**config.mk**
```make
export PLATFORM = sky130hd
export DESIGN_NAME = btb_ctrl
export DESIGN_NICKNAME = d
export VERILOG_FILES = /design/src/rtl/btb_ctrl.sv
export SDC_FILE = /design/constraint.sdc
export NUM_CORES = 2
export LEC_CHECK = 0
export ABC_AREA = 1
export CELL_PAD_IN_SITES_DETAIL_PLACEMENT = 1
export CELL_PAD_IN_SITES_GLOBAL_PLACEMENT = 1
export CORE_ASPECT_RATIO = 0.6
export CORE_UTILIZATION = 48
export CTS_CLUSTER_DIAMETER = 40
export DETAILED_ROUTE_END_ITERATION = 16
export GPL_TIMING_DRIVEN = 0
export MAX_ROUTING_LAYER = met4
export PLACE_DENSITY_LB_ADDON = 0.1
export RECOVER_POWER = 100
export SLEW_MARGIN = 20
export SYNTH_ARGS = -nofsm -noshare
export SYNTH_HDL_FRONTEND = slang
export SYNTH_SLANG_ARGS = --single-unit
```
**constraint.sdc**
```tcl
create_clock -name clk -period 10.2 [get_ports clk]
set_clock_uncertainty 0.1 [all_clocks]
set_input_delay 1.02 -clock clk [delete_from_list [all_inputs] [get_ports clk]]
set_output_delay 1.02 -clock clk [all_outputs]
set_load 0.01 [all_outputs]
```
**src/rtl/btb_ctrl.sv**
```systemverilog
// Request controller and true-LRU replacement engine for a small fully associative BTB.
// Arbitrates IF lookups against EX updates and owns the valid, tag, target and age state.
module btb_ctrl #(
    parameter int unsigned DATA_WIDTH = 32,
    parameter int unsigned LINE_NUM   = 8,
    parameter int unsigned LINE_SIZE  = 3
) (
    input  logic                  clk,
    input  logic                  rst,
    input  logic                  lookup_valid,
    input  logic [DATA_WIDTH-1:0] lookup_pc,
    output logic                  lookup_ready,
    output logic                  lookup_resp_valid,
    output logic                  lookup_hit,
    output logic [DATA_WIDTH-1:0] lookup_target,
    output logic [LINE_SIZE-1:0]  lookup_line,
    input  logic                  update_valid,
    input  logic [DATA_WIDTH-1:0] update_pc,
    input  logic [DATA_WIDTH-1:0] update_target,
    output logic                  update_ready,
    output logic                  update_done,
    output logic [LINE_SIZE-1:0]  update_line
);

    typedef enum logic [1:0] {StIdle, StLookup, StUpdSearch, StUpdWrite} state_e;

    localparam logic GrantLookup = 1'b0;
    localparam logic GrantUpdate = 1'b1;

    state_e                state_q, state_d;
    logic                  last_grant_q, last_grant_d;
    logic [DATA_WIDTH-1:0] req_pc_q, req_pc_d;
    logic [DATA_WIDTH-1:0] req_target_q, req_target_d;
    logic [LINE_NUM-1:0]   valid_q, valid_d;
    logic [DATA_WIDTH-1:0] tag_q [LINE_NUM];
    logic [DATA_WIDTH-1:0] tag_d [LINE_NUM];
    logic [DATA_WIDTH-1:0] tgt_q [LINE_NUM];
    logic [DATA_WIDTH-1:0] tgt_d [LINE_NUM];
    logic [LINE_SIZE-1:0]  age_q [LINE_NUM];
    logic [LINE_SIZE-1:0]  age_d [LINE_NUM];
    logic [LINE_SIZE-1:0]  sel_line_q, sel_line_d;
    logic                  resp_valid_q, resp_valid_d;
    logic                  hit_q, hit_d;
    logic [DATA_WIDTH-1:0] resp_target_q, resp_target_d;
    logic [LINE_SIZE-1:0]  resp_line_q, resp_line_d;
    logic                  done_q, done_d;
    logic [LINE_SIZE-1:0]  upd_line_q, upd_line_d;

    logic                  match_any;
    logic [LINE_SIZE-1:0]  match_line;
    logic                  free_any;
    logic [LINE_SIZE-1:0]  free_line;
    logic [LINE_SIZE-1:0]  lru_line;
    logic                  touch_en;
    logic [LINE_SIZE-1:0]  touch_line;

    assign lookup_ready = !rst && (state_q == StIdle) &&
                          !(update_valid && (last_grant_q == GrantLookup));
    assign update_ready = !rst && (state_q == StIdle) &&
                          !(lookup_valid && (last_grant_q == GrantUpdate));

    assign lookup_resp_valid = resp_valid_q;
    assign lookup_hit        = hit_q;
    assign lookup_target     = resp_target_q;
    assign lookup_line       = resp_line_q;
    assign update_done       = done_q;
    assign update_line       = upd_line_q;

    // Tag match, lowest free line and LRU line, all against the latched request PC.
    always_comb begin
        match_any  = 1'b0;
        match_line = '0;
        free_any   = 1'b0;
        free_line  = '0;
        lru_line   = '0;
        for (int i = 0; i < LINE_NUM; i++) begin
            if (valid_q[i] && (tag_q[i] == req_pc_q)) begin
                match_any  = 1'b1;
                match_line = LINE_SIZE'(i);
            end
            if (age_q[i] == LINE_SIZE'(LINE_NUM - 1)) begin
                lru_line = LINE_SIZE'(i);
            end
        end
        for (int i = LINE_NUM - 1; i >= 0; i--) begin
            if (!valid_q[i]) begin
                free_any  = 1'b1;
                free_line = LINE_SIZE'(i);
            end
        end
    end

    always_comb begin
        state_d       = state_q;
        last_grant_d  = last_grant_q;
        req_pc_d      = req_pc_q;
        req_target_d  = req_target_q;
        valid_d       = valid_q;
        tag_d         = tag_q;
        tgt_d         = tgt_q;
        sel_line_d    = sel_line_q;
        resp_valid_d  = 1'b0;
        hit_d         = hit_q;
        resp_target_d = resp_target_q;
        resp_line_d   = resp_line_q;
        done_d        = 1'b0;
        upd_line_d    = upd_line_q;
        touch_en      = 1'b0;
        touch_line    = '0;
        case (state_q)
            StIdle: begin
                if (lookup_valid && lookup_ready) begin
                    state_d      = StLookup;
                    req_pc_d     = lookup_pc;
                    last_grant_d = GrantLookup;
                end else if (update_valid && update_ready) begin
                    state_d      = StUpdSearch;
                    req_pc_d     = update_pc;
                    req_target_d = update_target;
                    last_grant_d = GrantUpdate;
                end
            end
            StLookup: begin
                resp_valid_d  = 1'b1;
                hit_d         = match_any;
                resp_target_d = match_any ? tgt_q[match_line] : '0;
                resp_line_d   = match_any ? match_line : '0;
                touch_en      = match_any;
                touch_line    = match_line;
                state_d       = StIdle;
            end
            StUpdSearch: begin
                // Existing entry first, then the lowest free line, then the LRU victim.
                if (match_any) begin
                    sel_line_d = match_line;
                end else if (free_any) begin
                    sel_line_d = free_line;
                end else begin
                    sel_line_d = lru_line;
                end
                state_d = StUpdWrite;
            end
            StUpdWrite: begin
                valid_d[sel_line_q] = 1'b1;
                tag_d[sel_line_q]   = req_pc_q;
                tgt_d[sel_line_q]   = req_target_q;
                touch_en            = 1'b1;
                touch_line          = sel_line_q;
                done_d              = 1'b1;
                upd_line_d          = sel_line_q;
                state_d             = StIdle;
            end
            default: state_d = StIdle;
        endcase
    end

    // Touch keeps the ages a permutation: younger lines shift back by one, touched line to 0.
    always_comb begin
        for (int i = 0; i < LINE_NUM; i++) begin
            age_d[i] = age_q[i];
            if (touch_en) begin
                if (LINE_SIZE'(i) == touch_line) begin
                    age_d[i] = '0;
                end else if (age_q[i] < age_q[touch_line]) begin
                    age_d[i] = age_q[i] + LINE_SIZE'(1);
                end
            end
        end
    end

    always_ff @(posedge clk) begin
        if (rst) begin
            state_q       <= StIdle;
            last_grant_q  <= GrantUpdate;
            req_pc_q      <= '0;
            req_target_q  <= '0;
            valid_q       <= '0;
            sel_line_q    <= '0;
            resp_valid_q  <= 1'b0;
            hit_q         <= 1'b0;
            resp_target_q <= '0;
            resp_line_q   <= '0;
            done_q        <= 1'b0;
            upd_line_q    <= '0;
            for (int i = 0; i < LINE_NUM; i++) begin
                tag_q[i] <= '0;
                tgt_q[i] <= '0;
                age_q[i] <= LINE_SIZE'(i);
            end
        end else begin
            state_q       <= state_d;
            last_grant_q  <= last_grant_d;
            req_pc_q      <= req_pc_d;
            req_target_q  <= req_target_d;
            valid_q       <= valid_d;
            sel_line_q    <= sel_line_d;
            resp_valid_q  <= resp_valid_d;
            hit_q         <= hit_d;
            resp_target_q <= resp_target_d;
            resp_line_q   <= resp_line_d;
            done_q        <= done_d;
            upd_line_q    <= upd_line_d;
            for (int i = 0; i < LINE_NUM; i++) begin
                tag_q[i] <= tag_d[i];
                tgt_q[i] <= tgt_d[i];
                age_q[i] <= age_d[i];
            end
        end
    end

endmodule

```
### Yosys cells after proc, flatten, opt, wreduce, memory -nomap -nowiden

Memories as Yosys holds them, arrays and structs flattened.
Index checks and enable logic that the tools add are counted.
W data, S select, Z words.

| storage, ports and cells | value |
|---|---|
| bits in registers | 631 |
| latch bits | 0 |
| bits in writable memories | 24 |
| memory bits (read-only) | 0 |
| input port bits | 100 |
| output and inout bits | 43 |
| logic and storage cells | 212 |
| memories | 1 |

| cells by class | value |
|---|---|
| add/sub/neg operators | 8 |
| $mul | 0 |
| div/mod/pow operators | 0 |
| $lt $le $gt $ge | 13 |
| equality and inequality tests | 26 |
| shifts and indexed selects | 0 |
| multiplexer cells | 97 |
| bitwise gates (word level) | 13 |
| reduce and logical (&&, ||, !) cells | 26 |

Memory list:

| name | words | width | read ports | clocked after Yosys merged registers in | write ports | line | text |
|---|---|---|---|---|---|---|---|
| age_q | 8 | 3 | 9 | 0 | 8 | 39 | `logic [LINE_SIZE-1:0] age_q [LINE_NUM];` |

Operators with widths:

| cell | number |
|---|---|
| $bwmux W256 | 2 |
| $eq A32 B32 Y1 | 8 |
| $mux W32 | 6 |
| $mux W3 | 55 |
| $bmux W32 S3 | 1 |
| $demux W32 S3 | 1 |
| $mux W1 | 26 |
| $add A3 B1 Y3 const B | 8 |
| $lt A3 B3 Y1 | 8 |
| $eq A3 B3 Y1 const B | 7 |
| $logic_and A1 B1 Y1 | 17 |
| $eq A3 B3 Y1 const A | 4 |
| $ge A4 B4 Y1 const B | 2 |
| $not A3 Y4 | 2 |
| $or A1 B1 Y1 | 8 |
| $or A8 B8 Y8 | 1 |
| $eq A2 B3 Y1 const A | 2 |
| $pmux W2 S3 | 1 |
| $pmux W3 S2 | 1 |
| $eq A2 B2 Y1 const B | 2 |
| $lt A3 B4 Y1 const B | 1 |
| $lt A4 B1 Y1 const B | 1 |
| $mux W2 | 2 |
| $demux W1 S3 | 1 |
| other kinds (13) | 16 |

### Longest topological paths before layout

An unclocked memory read counts as a cell.

| logic depth | value |
|---|---|
| word-level depth | 16 |
| depth in mapped cells | 32 |
| gate-level depth less buffers | 31 |

### Worst setup path before layout

Ideal clock, no wire load.

| timing | value |
|---|---|
| kind | register -> register |
| start | register req_pc_q[26] |
| end | memory age_q[3][1] |
| setup time | 0.130 ns |
| arrival | 3.141 ns |
| required time | 9.970 ns |
| setup slack | 6.830 ns |
| stages on the path, launching flop included | 26 |
| buffers on the path | 2 |
| period minus slack after synthesis | 3.370 ns |
| cells stage by stage | dfxtp_1 buf_4 inv_1 buf_2 o21ai_1 nor2_1 nand2_1 nor2_1 nand3_1 nor2_1 inv_1 nand2_4 nand2_4 nand2_4 nand2_2 or2_2 a31oi_1 ha_1 nand2_1 inv_1 nand2_1 nand2_1 nand2_1 nand2_1 nand2_1 nand3_1 |

RTL lines:

| item | line | text |
|---|---|---|
| start, declared | 32 | `logic [DATA_WIDTH-1:0] req_pc_q, req_pc_d;` |
| start signal, assigned | 193 | `req_pc_q <= req_pc_d;` |
| end, declared | 39 |  |

==> run_results.csv <==
group,metric,value,unit
status,status,"completed",
clocking,cts_buffers,72,
critical_path,end_kind,"register",
logic_synthesis,yosysSeqAreaShare,45.7,%
logic_synthesis,synth_fa_ha_area_share,1.00,%
critical_path,reg2reg_setup_slack,3540,ps
logic_synthesis,synth_area,0.0287,mm2
clocking,cts_num_sinks,655,
clocking,htree_num_levels,3,
routing,vias,32200,
critical_path,path_class,"register to register",
logic_synthesis,ys_async_sr_fraction,0,%
hold_path,hp-class,"register to register",
critical_path,cp-start-kind,"register",
routing,drt_pass1_iterations,6,
timing,finalCriticalPeriod,6660,ps
critical_path,worstPathArrival,7050,ps
critical_path,crit_required,10590,ps
hold_path,hold_start,"lookup_target[8]$_SDFFE_PP0P_",
critical_path,regToRegStartpoint,"req_pc_q[3]$_SDFFE_PP0P_",
logic_synthesis,ys_warn_count,0,
floorplan,start_util,48.5,%
clocking,ctsHoldBuffers,0,
timing,tns,0,ps
critical_path,path_max_fanout,10,
timing,setup_slack,3540,ps
hold_path,whs_path_depth,2,
logic_synthesis,synthMuxAreaShare,0,%
floorplan,io_pins,143,
layout,layout_commonest_cell,"o21ai_0",
global_route,antenna_found_initial,5,
timing,maxSlewHeadroom,16.8,%
layout,nFillCells,7560,
routing,initialDrtViolationCount,5174,
pwr,irDropWorstVdd,0.127,mV
global_route,grt_max_degree,16,
global_route,grt_pass1_vias,30700,
pwr,power_density,183,mW/mm2
timing,period_share,65.3,%
logic_synthesis,synthCells,3879,
routing,drt-vias-per-instance,6.52,
critical_path,reg2reg_to,"age_q[6][2]$_SDFFE_PP1P_",
placement,place_congestion,1.06,
layout,drive_gt1_share,5.50,%
timing,worst_pin_slew,1250,ps
logic_synthesis,ys_types,50,
timing,setup_violations,0,
timing,fmax,150,MHz
clocking,clkLatencyLatePin,670,ps
logic_synthesis,synth_top_family_by_area,"compound AO/OA/AOI/OAI gates",
floorplan,rows,69,
logic_synthesis,synth-simple-area-share,15.5,%
logic_synthesis,synth_xor_xnor_area_share,2.29,%
floorplan,dieWidth,318,um
routing,finalWirelength,139000,um
placement,pre_cts_ws,4780,ps
logic_synthesis,synth_edf_count,0,
floorplan,die-height,191,um
routing,drc_errors,0,
global_route,track_usage,46.0,%
timing,rsz0062_at_grt,"false",
floorplan,dieArea,0.0608,mm2
global_route,grt_pass1_wl,202000,um
logic_synthesis,synth_compound_area_share,27.7,%
routing,post_drt_wl_per_cell,28.2,um
logic_synthesis,ys.flop_type,"dfxtp_1",
run,cap_violations,0,
layout,area_delta_synth_final,16.9,%
clocking,postCtsSetupRepairBufs,0,
placement,dp_hpwl,99300,um
clocking,root_buffer,"clkbuf_16",
clocking,clk_path_buf_depth,3,
clocking,cts_tree,"built",
logic_synthesis,syn_nets,4002,
timing,slew_violations,0,
critical_path,r2r_cells,26,
routing,ant_nets,0,
hold_path,holdPathEnd,"lookup_target[8]$_SDFFE_PP0P_",
clocking,path_clk_slew,60,ps
clocking,cts_resized,0,
floorplan,fp.coreArea,0.0591,mm2
pwr,p_leak,0.0130,uW
global_route,overflow,0,
logic_synthesis,yosys_register_bits,655,
layout,layout_common_cells,"744 x o21ai_0, 655 x dfxtp_1, 609 x a21oi_1",
logic_synthesis,avgSynthCellArea,7.40,um2
layout,nets,4216,
timing,hold_viol,0,
placement,portBuffers,140,
-- worst max path at each step --
stage	startpoint	endpoint
final	req_pc_q[3]$_SDFFE_PP0P_	age_q[6][2]$_SDFFE_PP1P_
after global routing	req_pc_q[3]$_SDFFE_PP0P_	age_q[6][2]$_SDFFE_PP1P_
after CTS	req_pc_q[11]$_SDFFE_PP0P_	lookup_target[31]$_SDFFE_PP0P_
after detailed placement	req_pc_q[11]$_SDFFE_PP0P_	lookup_target[31]$_SDFFE_PP0P_
after global placement	req_pc_q[10]$_SDFFE_PP0P_	lookup_target[31]$_SDFFE_PP0P_
after floorplan	req_pc_q[26]$_SDFFE_PP0P_	age_q[3][1]$_SDFFE_PP1P_
-- report_power, final --
| group | switching, uW | total, uW | leakage (uW) | internal, uW |
|---|---|---|---|---|
| clock | 1220 | 2820 | 0.00120 | 1600 |
| sequential | 33.0 | 2620 | 0.00529 | 2590 |
| combinational | 520 | 701 | 0.00653 | 181 |
| total | 1770 | 6140 | 0.0130 | 4370 |
-- stage by stage --
step / std cells / utilization [%] / cell area (um2) / power [uW] / hold WS [ps]
4_1_cts: 4929 / 56.8 / 33600 / 6070 / 367
6_report: 4931 / 56.7 / 33500 / 6140 / 362
3_3_place_gp: 4800 / 52.6 / 31100 / 3310 / 354
5_1_grt: 4931 / 56.7 / 33500 / 6230 / 387
2_1_floorplan: 3879 / - / 28700 / 3000 / 330
3_5_place_dp: 4800 / 52.6 / 31100 / 3320 / 357
-- area by class of cell --
class                           count  area, um2  area share [%]
Timing Repair Buffer              140       1400            4.18
Clock inverter                     39        531            1.58
Multi-Input combinational cell   2662      13300            39.7
Inverter                          238        893            2.66
Tap cell                          781        977            2.91
Clock buffer                       90       1960            5.84
Buffer                            324       1360            4.05
Antenna cell                        2       5.00          0.0149
Sequential cell                   655      13100            39.1
-- flip-flops by register name, indices dropped and copies added (netlist names) --
name               count
state_q                2
lookup_target         32
lookup_resp_valid      1
lookup_hit             1
last_grant_q           1
age_q                 24
tgt_q                256
tag_q                256
update_line            3
valid_q                8
lookup_line            3
update_done            1
sel_line_q             3
req_target_q          32
req_pc_q              32
-- logic make-up after synthesis --
family                     after synthesis
buffers and inverters                  562
DFF                                    655
adders and majority gates               23
xor gates and xnor gates                75
and+or+nand+nor                       1057
AOI/OAI and AO/OA                     1507
-- layer usage --
metal	vias up	GRT usage, %	wire length, um
met3	314	17.5	22400
met1	15800	64.7	59900
met5	-	-	0
met4	0	13.3	3840
li1	13700	-	-
met2	2332	59.7	53000
-- critical path: stages (launching register included) --
cell and delay, ps:
dfxtp_1 830, inv_1 560, clkbuf_1 570, nand2_1 170, nand2_1 70, nor2_1 110
nand2_1 70, nor2_1 90, nand3_1 80, nor2_1 400, nor2_1 140, nand2_1 560
nand2_1 170, nand2_1 290, nand2_1 160, o22ai_1 220, nor2_1 80, a31oi_1 770
ha_1 390, nand2_1 70, inv_1 40, nand2_1 50, nand2_1 60, nand2_1 170
nand2_1 120, nand2_1 100, nand3_1 60
-- cells in the mapped netlist (24+ instances only) --
cell type	instances	area share, %
inv_1	181	2.4
xor2_1	42	1.3
nand2_1	522	6.8
nand4_1	35	0.76
inv_2	24	0.31
nor2_1	294	3.8
dfxtp_1	655	46
o21ai_0	744	13
o221ai_1	65	2.0
clkbuf_1	262	3.4
xnor2_1	33	1.0
nand3_1	126	2.2
a31oi_1	36	0.78
clkinv_1	33	0.43
a21oi_1	609	11
Note: power is estimated with default switching activity, not from simulation.
